**config.mk**
```make
export PLATFORM = sky130hd
export DESIGN_NAME = alu_seq
export DESIGN_NICKNAME = d
export VERILOG_FILES = /design/src/rtl/alu_seq.sv
export SDC_FILE = /design/constraint.sdc
export NUM_CORES = 1
export LEC_CHECK = 0
export BUFFER_PORTS_ARGS = -buffer_cell sky130_fd_sc_hd__buf_2
export CELL_PAD_IN_SITES_DETAIL_PLACEMENT = 2
export CELL_PAD_IN_SITES_GLOBAL_PLACEMENT = 2
export CORE_UTILIZATION = 31
export DETAILED_ROUTE_END_ITERATION = 6
export GPL_ROUTABILITY_DRIVEN = 0
export PLACE_DENSITY_LB_ADDON = 0.1
export SLEW_MARGIN = 10
export SYNTH_ARGS = -nofsm -noshare
export SYNTH_HDL_FRONTEND = slang
export SYNTH_SLANG_ARGS = --single-unit
export TNS_END_PERCENT = 10
```
**constraint.sdc**
```tcl
create_clock -name clk -period 5.65 [get_ports clk]
set_input_delay 0.8475 -clock clk [delete_from_list [all_inputs] [get_ports clk]]
set_output_delay 0.8475 -clock clk [all_outputs]
set_load 0.05 [all_outputs]
```
**src/rtl/alu_seq.sv**
```systemverilog
// Sequencer that drives an external combinational ALU over one or two passes and returns a
// registered response. ABSDIFF takes a second, operand-swapped SUB when the first result is negative.
module alu_seq (
  input  logic        clk,
  input  logic        reset,
  input  logic        req_valid,
  output logic        req_ready,
  input  logic [2:0]  req_op,
  input  logic [31:0] req_a,
  input  logic [31:0] req_b,
  output logic [31:0] alu_a,
  output logic [31:0] alu_b,
  output logic [3:0]  alu_ctrl,
  input  logic [31:0] alu_result,
  input  logic        alu_zero,
  output logic        rsp_valid,
  input  logic        rsp_ready,
  output logic [31:0] rsp_result,
  output logic        rsp_zero,
  output logic        rsp_err
);

  typedef enum logic [1:0] {StIdle, StPass1, StPass2, StDone} state_e;

  localparam logic [2:0] OpAdd = 3'b000;
  localparam logic [2:0] OpAnd = 3'b010;
  localparam logic [2:0] OpOr  = 3'b011;
  localparam logic [2:0] OpEq  = 3'b100;
  localparam logic [2:0] OpNe  = 3'b101;
  localparam logic [2:0] OpAbs = 3'b110;
  localparam logic [2:0] OpIll = 3'b111;

  localparam logic [3:0] CtrlAdd = 4'b0010;
  localparam logic [3:0] CtrlSub = 4'b0110;
  localparam logic [3:0] CtrlAnd = 4'b0000;
  localparam logic [3:0] CtrlOr  = 4'b0001;

  state_e      state_q;
  logic [2:0]  op_q;
  logic [31:0] a_q, b_q;
  logic        req_ready_q;
  logic [31:0] alu_a_q, alu_b_q;
  logic [3:0]  alu_ctrl_q;
  logic        rsp_valid_q;
  logic [31:0] rsp_result_q;
  logic        rsp_zero_q;
  logic        rsp_err_q;
  logic [31:0] pass1_res;

  function automatic logic [3:0] ctrl_for(input logic [2:0] op);
    logic [3:0] c;
    case (op)
      OpAdd:   c = CtrlAdd;
      OpAnd:   c = CtrlAnd;
      OpOr:    c = CtrlOr;
      default: c = CtrlSub;
    endcase
    return c;
  endfunction

  // EQ/NE reduce the PASS1 subtraction to its zero flag.
  always_comb begin
    pass1_res = alu_result;
    if (op_q == OpEq) pass1_res = {31'b0, alu_zero};
    if (op_q == OpNe) pass1_res = {31'b0, ~alu_zero};
  end

  always_ff @(posedge clk) begin
    if (reset) begin
      state_q      <= StIdle;
      op_q         <= 3'b000;
      a_q          <= '0;
      b_q          <= '0;
      req_ready_q  <= 1'b1;
      alu_a_q      <= '0;
      alu_b_q      <= '0;
      alu_ctrl_q   <= 4'b0000;
      rsp_valid_q  <= 1'b0;
      rsp_result_q <= '0;
      rsp_zero_q   <= 1'b0;
      rsp_err_q    <= 1'b0;
    end else begin
      unique case (state_q)
        StIdle: begin
          if (req_valid) begin
            op_q        <= req_op;
            a_q         <= req_a;
            b_q         <= req_b;
            req_ready_q <= 1'b0;
            if (req_op == OpIll) begin
              state_q      <= StDone;
              rsp_valid_q  <= 1'b1;
              rsp_result_q <= '0;
              rsp_zero_q   <= 1'b1;
              rsp_err_q    <= 1'b1;
            end else begin
              state_q    <= StPass1;
              alu_a_q    <= req_a;
              alu_b_q    <= req_b;
              alu_ctrl_q <= ctrl_for(req_op);
            end
          end
        end
        StPass1: begin
          if (op_q == OpAbs && alu_result[31]) begin
            state_q    <= StPass2;
            alu_a_q    <= b_q;
            alu_b_q    <= a_q;
            alu_ctrl_q <= CtrlSub;
          end else begin
            state_q      <= StDone;
            alu_a_q      <= '0;
            alu_b_q      <= '0;
            alu_ctrl_q   <= 4'b0000;
            rsp_valid_q  <= 1'b1;
            rsp_result_q <= pass1_res;
            rsp_zero_q   <= (pass1_res == 32'd0);
            rsp_err_q    <= 1'b0;
          end
        end
        StPass2: begin
          state_q      <= StDone;
          alu_a_q      <= '0;
          alu_b_q      <= '0;
          alu_ctrl_q   <= 4'b0000;
          rsp_valid_q  <= 1'b1;
          rsp_result_q <= alu_result;
          rsp_zero_q   <= (alu_result == 32'd0);
          rsp_err_q    <= 1'b0;
        end
        StDone: begin
          if (rsp_ready) begin
            state_q     <= StIdle;
            rsp_valid_q <= 1'b0;
            req_ready_q <= 1'b1;
          end
        end
      endcase
    end
  end

  assign req_ready  = req_ready_q;
  assign alu_a      = alu_a_q;
  assign alu_b      = alu_b_q;
  assign alu_ctrl   = alu_ctrl_q;
  assign rsp_valid  = rsp_valid_q;
  assign rsp_result = rsp_result_q;
  assign rsp_zero   = rsp_zero_q;
  assign rsp_err    = rsp_err_q;

endmodule

```
Word level (Yosys, flattened, before mapping). Cells that the tools add are included.

Flip-flop bits (word level): 173. Input bits: 104. Output and inout bits: 104.

Reduce and logical (&&, ||, !) cells: 13. Eq/ne operators: 14. Muxes and demuxes: 36. Bitwise logic cells: 1.

Operators by type and width (number): $mux 32 (11); $pmux 32 s3 (3); $logic_not 32->1 (2); $eq 3x3->1 const B (4); $pmux 4 s3 (1); $ne 2x2->1 const B (5); $mux 1 (9); $pmux 3 s3 (1); $mux 4 (2); $pmux 2 s4 (1); $reduce_and 4->1 (2); $eq 3x2->1 const B (2); $mux 2 (3); $pmux 1 s3 (2); $reduce_and 3->1 (2); $eq 2x2->1 const B (2); $pmux 1 s4 (1); $reduce_and 2->1 (2); $logic_not 3->1 (1); $mux 3 (1); $reduce_bool 3->1 (1); $eq 2x1->1 const B (1); $logic_not 2->1 (1); $pmux 1 s2 (1); other kinds (3) (3).

Longest topological paths before layout. Gate-level depths: netlist of run 1.

Word-level depth: 6. Mapped depth: 10. Mapped depth without buffers: 7.

Worst setup path after synthesis of run 1. OpenSTA, ideal clock, no wires.

Path kind: input port to flip-flop. From: in alu_result[31]. To: reg rsp_result_q[10] (netlist: rsp_result[10]). Arrival time: 1.875 ns. Data required time: 5.590 ns. Slack: 3.714 ns. Cell stages on the path: 6. Path buffers: 1. Cell sequence: and4b_1 nand2_2 o21a_4 nor4b_4 buf_6 a22o_1.

Word-level cells in the longest chain between the ends: 3.

RTL lines: start: declaration (RTL line 14) `input logic [31:0] alu_result,`; $logic_and 1x1->1 (RTL line 105) `if (op_q == OpAbs && alu_result[31]) begin`; $ne 2x2->1 (no source line); $reduce_and 4->1 (no source line); end signal: assignment (RTL line 116) `rsp_result_q <= pass1_res;`; end signal: assignment (RTL line 127) `rsp_result_q <= alu_result;`; end: declaration (RTL line 45) `logic [31:0] rsp_result_q;`.

Every way passes these cells. A chain may end at the register's enable or synchronous reset.

Final worst setup path of run 1.
From: reg state_q[1]. To: reg alu_ctrl_q[2] (netlist: alu_ctrl[2]).

Word-level cells in the longest chain between the ends: 3.

RTL lines: start: declaration (RTL line 38) `state_e state_q;`; start signal: assignment (RTL line 70) `state_q <= StIdle;`; start signal: assignment (RTL line 91) `state_q <= StDone;`; start signal: assignment (RTL line 97) `state_q <= StPass1;`; $eq 2x1->1, or another cell as far along (RTL line 83) `unique case (state_q)`; $reduce_bool 3->1 (no source line) / $ne 2x2->1 (equally long branches); $reduce_and 3->1 (no source line); end signal: assignment (RTL line 100) `alu_ctrl_q <= ctrl_for(req_op);`; end signal: assignment (RTL line 109) `alu_ctrl_q <= CtrlSub;`; end: declaration (RTL line 43) `logic [3:0] alu_ctrl_q;`.

Several ways; a longest one is shown, not always the timed one.

==> results of run 1 <==
cell usage in the layout (no fill, tap or decap), types with 3 or more instances in the layout:
cell type / n
nor2_1: 73
inv_8: 4
buf_4: 10
inv_6: 5
nand2_1: 136
a21oi_1: 74
clkbuf_16: 17
clkinv_4: 3
ha_1: 4
a22o_1: 31
nor3_1: 66
inv_1: 3
a221oi_1: 65
nor4_1: 9
buf_2: 205
nand2b_1: 4
dfxtp_1: 172
through the flow:
step	worst slack (ns)	utilization
detailed placement	2.35	0.374
floorplan	3.71	-
global route	2.26	0.405
global placement	2.48	0.374
finish	2.51	0.405
CTS	2.47	0.404
path summary, 6_finish.rpt:
check	end	slack (ns)	cells after the start	startpoint
max	alu_ctrl[2]	2.51	8	state_q[1]
min	b_q[14]	0.46	2	b_q[14]
max reg2reg	alu_ctrl[2]	2.51	8	state_q[1]
min reg2reg	b_q[14]	0.46	2	b_q[14]
cell usage after synthesis (all sizes together):
library cell / n
dfxtp: 172
nand2: 138
a21oi: 75
nor2: 75
nor3: 66
a221oi: 65
buf: 34
clkbuf: 33
a22o: 31
nor4: 9
ha: 4
inv: 4
nand2b: 4
o21ai: 3
a211oi: 2
a311oi: 2
and2: 2
nand3: 2
nand4: 2
nor2b: 2
a2111oi: 1
a21boi: 1
a21o: 1
a22oi: 1
a41oi: 1
and3: 1
and4b: 1
conb: 1
nor3b: 1
nor4b: 1
o21a: 1
o21bai: 1
or3: 1
xor2: 1
cell type report:
cell class / count / area (um2)
clock inverters: 14 / 175
inverters: 4 / 15.0
diodes: 1 / 2.50
well taps: 270 / 338
multi-input cells: 496 / 2750
fillers: 2318 / 12200
repair buffers: 215 / 1100
clock buffers: 18 / 439
flip-flops and latches: 172 / 3440
state kept, by name, summed over array words and instances, names as in the netlist, 2 cells and up:
signal and cells:
alu_a 32, b_q 32, a_q 32, alu_ctrl 3, rsp_result 32, state_q 2, alu_b 32, op_q 3
routing by layer:
layer / vias up / global-route usage / share of wire
li1: 2972 / - / -
met1: 3161 / 0.251 / 0.41
met2: 154 / 0.405 / 0.53
met3: 26 / 0.0525 / 0.045
met4: 0 / 0.0660 / 0.017
met5: - / 0 / 0
power by group through the flow:
stage          Clock, mW  Sequential [mW]  Combinational [mW]
6_report            1.23             1.66                2.30
5_1_grt             1.31             1.69                2.49
4_1_cts             1.26             1.66                2.34
3_5_place_dp           0             1.68                2.32
3_3_place_gp           0             1.66                2.23
2_1_floorplan          0             2.28                1.11
logic make-up (layout without fill, tap and decap cells):
| group | count (synthesis) | after routing |
|---|---|---|
| xor gates and xnor gates | 1 | 1 |
| other | 1 | 2 |
| buffers and inverters | 71 | 251 |
| adders and majority gates | 4 | 4 |
| DFF | 172 | 172 |
| and+or+nand+nor | 305 | 305 |
| AOI/OAI and AO/OA | 185 | 185 |
worst reg2reg max path: stages (launching register included):
cell and delay (ns):
dfxtp_1 0.41, inv_1 0.10, ha_1 0.32, and2_2 0.41, buf_4 0.38, a21oi_4 0.55, buf_4 0.44, nor2_1 0.15
a2111oi_2 0.30
==> reports/qor.csv, run 1 <==
stage;metric;value;unit
outcome;status;completed;
place;dpl cells;1157;
synthesis;Syn Inst Count;739;
final_layout;synth-to-layout area growth;26.8;%
clock_network;CTS tree;done;
place;Area after DPL;7650;um2
clock_network;Clock Pin Slew Worst Setup and Hold Paths;0.07;ns
sta;final hold slack;0.460;ns
synthesis;synth unique cells;43;
power;logic gate share of total power;0.444;
min_path;Tightest Hold Check Type;reg2reg;
clock_network;Post-CTS Setup Bufs;0;
setup_path;crit path kind;reg2reg;
synthesis;XOR/XNOR Fraction of Synth Area;0.00134;
clock_network;TritonCTS Sinks;172;
synthesis;Post-Synth Adder-Cell Area;0.00768;
global_routing;first-pass GRT wire length;37.2;mm
synthesis;Synth area leader;dfxtp_1;
routing;routed len/inst;19.7;um
synthesis;synthesized flop and latch total;172;
synthesis;mux cell area share after synthesis;0;
power;total power;5.18;mW
sta;Final Hold Viols;0;
routing;DR pass1 iterations;4;
place;PortBufs;206;
floorplan;Die W;147;um
setup_path;cell seen most often among critical-path stages;buf_4;
routing;Detailed Route WL;23.5;mm
place;half-perimeter wire length after detailed placement;16.0;mm
sta;Tmin final;3.14;ns
power;Sw Pwr;2.39;mW
global_routing;GR Util All Layers;0.220;
synthesis;Synth top area share;0.528;
job;max cap viols;0;
sta;fin. max-slew vios;0;
floorplan;num rows;52;
floorplan;Die Y;147;um
global_routing;GR Overflow Total;0;
global_routing;largest net degree at the start of global routing;90;
setup_path;cell family with most CP delay;buffers and inverters;
floorplan;IO Count;208;
setup_path;CP required;5.97;ns
power;Seq pwr share;0.320;
final_layout;fin area;8270;um2
sta;skew final;0.0109;ns
setup_path;Crit path buffers/inverters;3;
power;Net Sw Frac;0.462;
synthesis;syn_nets;847;
sta;Post-Route Setup TNS;0;ns
floorplan;Die Area;21600;um2
routing;Detail Route Antenna Nets;0;
clock_network;Hold Buf Count CTS;0;
sta;unrepaired setup endpoints after global routing;false;
synthesis;Syn Area/Cell;8.82;um2
sta;Setup violations, final;0;
synthesis;Synth Area in Compound Gates;0.205;
routing;Post-route DRC;0;
routing;initial drt markers;206;
clock_network;clock latency on the worst-skew pair;0.44;ns
clock_network;CTS H-Tree Depth;4;
final_layout;final net count;1014;
sta;Slew @ Worst Pin;1.02;ns
setup_path;crit-path max FO;46;
floorplan;CORE AREA;20400;um2
setup_path;Setup crit start kind;flop;
clock_network;cts repair resizes;0;
global_routing;antenna violations before repair;0;
routing;via/cell ratio;5.31;
power;Clock Power Share;0.237;
synthesis;Synth Warn #;0;
synthesis;Post-Synth Simple-Gate Area;0.204;
final_layout;Post-Layout Cell Count;1190;
setup_path;Slowest cell on crit path;a21oi_4;
setup_path;Critical Path Max Stage Delay;0.54;ns
global_routing;vias in the first global route;6863;
clock_network;root buf cell;clkbuf_16;
setup_path;cell chain of the critical path;inv_1 -> ha_1 -> and2_2 -> buf_4 -> a21oi_4 -> buf_4 -> nor2_1 -> a2111oi_2;
power;Int Pwr;2.79;mW
clock_network;CTS max path bufs;2;
power;Lkg Pwr;3.55;nW
synthesis;Cell Area, Synth;6520;um2
clock_network;CTS buffer count;17;
synthesis;top area cells in the synthesized netlist;dfxtp_1 (53%), a221oi_1 (8.7%), nand2_1 (7.8%), a21oi_1 (5.7%), nor3_1 (5.1%);
synthesis;sequential fraction of the synthesis area;0.528;
power;peak supply drop;0.285;mV
final_layout;layout cell share with drive strength beyond 1;0.283;
sta;fin crit share;0.556;
setup_path;CP endpoint kind;flop;
floorplan;Initial Util;0.319;
sta;fmax;318;MHz
sta;relative max-transition margin;0.317;
routing;total number of vias;6313;
power;Pwr Density;627;nW/um2
setup_path;Worst EP arrival;3.47;ns
synthesis;largest family of logic cells by synthesized area;compound AO/OA/AOI/OAI gates;
No activity file was read; power rests on OpenSTA's default activity.
==> run 2: changes to the inputs <==
--- a/config.mk
+++ b/config.mk
@@ -8,7 +8,7 @@
 export BUFFER_PORTS_ARGS = -buffer_cell sky130_fd_sc_hd__buf_2
 export CELL_PAD_IN_SITES_DETAIL_PLACEMENT = 2
 export CELL_PAD_IN_SITES_GLOBAL_PLACEMENT = 2
-export CORE_UTILIZATION = 31
+export CORE_UTILIZATION = 29
 export DETAILED_ROUTE_END_ITERATION = 6
 export GPL_ROUTABILITY_DRIVEN = 0
 export PLACE_DENSITY_LB_ADDON = 0.1
==> constraint.sdc (replaced) <==
create_clock -name clk -period 2.96 [get_ports clk]
set_input_delay 0.444 -clock clk [delete_from_list [all_inputs] [get_ports clk]]
set_output_delay 0.444 -clock clk [all_outputs]
set_load 0.05 [all_outputs]
==> run 2 against run 1 <==
The flow now finishes with violations (DRC). Final cell count up 1.3%. Die area up 6.8%. Critical path type unchanged. Sequential cell count unchanged. Combinational power up 91%. Non-clock buffer count up 4. Register-to-register slack worse by 2.0 ns. Largest power group unchanged.
==> reports/qor.csv, run 2 (synthesis gave the netlist of run 1 again) <==
stage;metric;value;unit;change
power;peak supply drop;0.373;mV;was 0.285 mV
routing;initial drt markers;264;;was 206
outcome;status;complete, but fails checks;;was completed
clock_network;TritonCTS Sinks;172;;unchanged
sta;fin crit share;0.820;;was 0.556
global_routing;antenna violations before repair;4;;was 0
place;PortBufs;206;;unchanged
place;dpl cells;1171;;was 1157
min_path;Tightest Hold Check Type;in2reg;;was reg2reg
floorplan;Die W;152;um;was 147 um
clock_network;CTS buffer count;17;;unchanged
power;Pwr Density;1180;nW/um2;was 627 nW/um2
setup_path;cell chain of the critical path;inv_1 -> ha_1 -> and2_2 -> a21o_2 -> buf_4 -> nor2_1 -> nor3_1;;was inv_1 -> ha_1 -> and2_2 -> buf_4 -> a21oi_4 -> buf_4 -> nor2_1 -> a2111oi_2
setup_path;Worst EP arrival;2.76;ns;was 3.47 ns
clock_network;clock latency on the worst-skew pair;0.43;ns;was 0.44 ns
clock_network;Hold Buf Count CTS;0;;unchanged
final_layout;layout cell share with drive strength beyond 1;0.286;;was 0.283
floorplan;num rows;54;;was 52
floorplan;Die Area;23100;um2;was 21600 um2
setup_path;Crit path buffers/inverters;2;;was 3
floorplan;CORE AREA;22000;um2;was 20400 um2
power;Seq pwr share;0.324;;was 0.320
routing;routed len/inst;18.6;um;was 19.7 um
power;logic gate share of total power;0.451;;was 0.444
power;Int Pwr;5.25;mW;was 2.79 mW
clock_network;Post-CTS Setup Bufs;0;;unchanged
setup_path;cell family with most CP delay;simple AND/OR/NAND/NOR gates;;was buffers and inverters
setup_path;CP endpoint kind;flop;;unchanged
final_layout;commonest non-fill, non-tap cells in the layout;buf_2 (205), dfxtp_1 (172), nand2_1 (136);;unchanged
clock_network;root buf cell;clkbuf_16;;unchanged
sta;fmax;412;MHz;was 318 MHz
setup_path;CP required;3.29;ns;was 5.97 ns
power;Clock Power Share;0.224;;was 0.237
floorplan;Die Y;152;um;was 147 um
sta;Post-Route Setup TNS;0;ns;unchanged
final_layout;# fillers;2498;;was 2318
global_routing;first-pass GRT wire length;37.0;mm;was 37.2 mm
routing;total number of vias;6281;;was 6313
sta;fin. max-slew vios;0;;unchanged
routing;DR pass1 iterations;7;;was 4
final_layout;Post-Layout Cell Count;1206;;was 1190
floorplan;Initial Util;0.297;;was 0.319
global_routing;vias in the first global route;6933;;was 6863
power;Lkg Pwr;3.55;nW;about the same
setup_path;crit path kind;reg2reg;;unchanged
global_routing;GR Util All Layers;0.201;;was 0.220
routing;Detail Route Antenna Nets;0;;unchanged
clock_network;cts repair resizes;0;;unchanged
power;Net Sw Frac;0.461;;was 0.462
floorplan;IO Count;208;;unchanged
clock_network;CTS H-Tree Depth;4;;unchanged
sta;Setup violations, final;0;;unchanged
sta;unrepaired setup endpoints after global routing;false;;unchanged
routing;Detailed Route WL;22.5;mm;was 23.5 mm
clock_network;Clock Pin Slew Worst Setup and Hold Paths;0.07;ns;about the same
sta;Final Hold Viols;0;;unchanged
clock_network;CTS max path bufs;2;;unchanged
routing;Post-route DRC;60;;was 0
global_routing;GR Overflow Total;0;;unchanged
sta;skew final;0.0117;ns;was 0.0109 ns
sta;Slew @ Worst Pin;0.790;ns;was 1.02 ns
setup_path;crit-path max FO;26;;was 46
outcome;failing checks;DRC;;
setup_path;Setup crit start kind;flop;;unchanged
setup_path;Critical Path Max Stage Delay;0.44;ns;was 0.54 ns
place;half-perimeter wire length after detailed placement;15.2;mm;was 16.0 mm
sta;relative max-transition margin;0.473;;was 0.317
clock_network;CTS tree;done;;unchanged
sta;Tmin final;2.43;ns;was 3.14 ns
power;Sw Pwr;4.49;mW;was 2.39 mW
setup_path;Slowest cell on crit path;a21o_2;;was a21oi_4
routing;via/cell ratio;5.21;;was 5.31
final_layout;synth-to-layout area growth;27.1;%;was 26.8%
job;max cap viols;0;;unchanged
global_routing;largest net degree at the start of global routing;97;;was 90
final_layout;most common cell after layout, fill and taps aside;buf_2;;unchanged
final_layout;final net count;1018;;was 1014
run 2: cell types whose count changed in the layout (fill, tap and decap cells not counted):
cell	delta
buf_12	+1
bufinv_16	-1
clkinv_2	+4
clkinv_4	-1
inv_8	-4
clkinvlp_4	+3
inv_6	-2
buf_4	+3
clkbuf_8	+1
diode_2	+2
run 2: area by class of cell:
cell class                      count  area [um2]  share of cell area
Sequential cell                   172        3440               0.416
Clock inverter                     13         116              0.0140
Multi-Input combinational cell    496        2750               0.332
Tap cell                          280         350              0.0423
Inverter                            4        15.0             0.00181
Clock buffer                       19         453              0.0547
Antenna cell                        3        7.51            0.000906
Timing Repair Buffer              219        1140               0.138
run 2: worst paths after layout:
| kind | cells past startpoint | slack (ns) | startpoint | to |
|---|---|---|---|---|
| setup / recovery | 7 | 0.53 | state_q[0] | alu_a[3] |
| hold / removal | 2 | 0.24 | alu_result[22] | rsp_result[22] |
| setup reg to reg | 7 | 0.53 | state_q[0] | alu_a[3] |
| hold reg to reg | 2 | 0.46 | a_q[27] | a_q[27] |
run 2: layer usage:
metal / vias up / wire length (um) / global-route usage
met3: 22 / 1300 / 0.0599
met1: 3143 / 9390 / 0.231
li1: 2976 / - / -
met5: - / 10 / 0
met2: 138 / 11500 / 0.362
met4: 2 / 292 / 0.0534
run 2: power groups by stage:
stage          clock, mW  sequential [mW]  combinational, mW
3_3_place_gp           0             3.18               4.33
4_1_cts             2.26             3.17               4.49
6_report            2.18             3.16               4.40
2_1_floorplan          0             4.34               2.13
5_1_grt             2.36             3.22               4.82
3_5_place_dp           0             3.21               4.47
run 2: metrics by stage:
stage | worst slack [ns] | cell area, um2 | hold slack, ns | util | power (mW)
4_1_cts | 0.315 | 8270 | 0.229 | 0.377 | 9.92
5_1_grt | 0.308 | 8280 | 0.233 | 0.377 | 10.4
3_5_place_dp | 0.327 | 7700 | 0.454 | 0.351 | 7.69
6_report | 0.533 | 8280 | 0.245 | 0.377 | 9.74
2_1_floorplan | 1.15 | 6520 | 0.436 | - | 6.47
3_3_place_gp | 0.533 | 7700 | 0.442 | 0.351 | 7.51
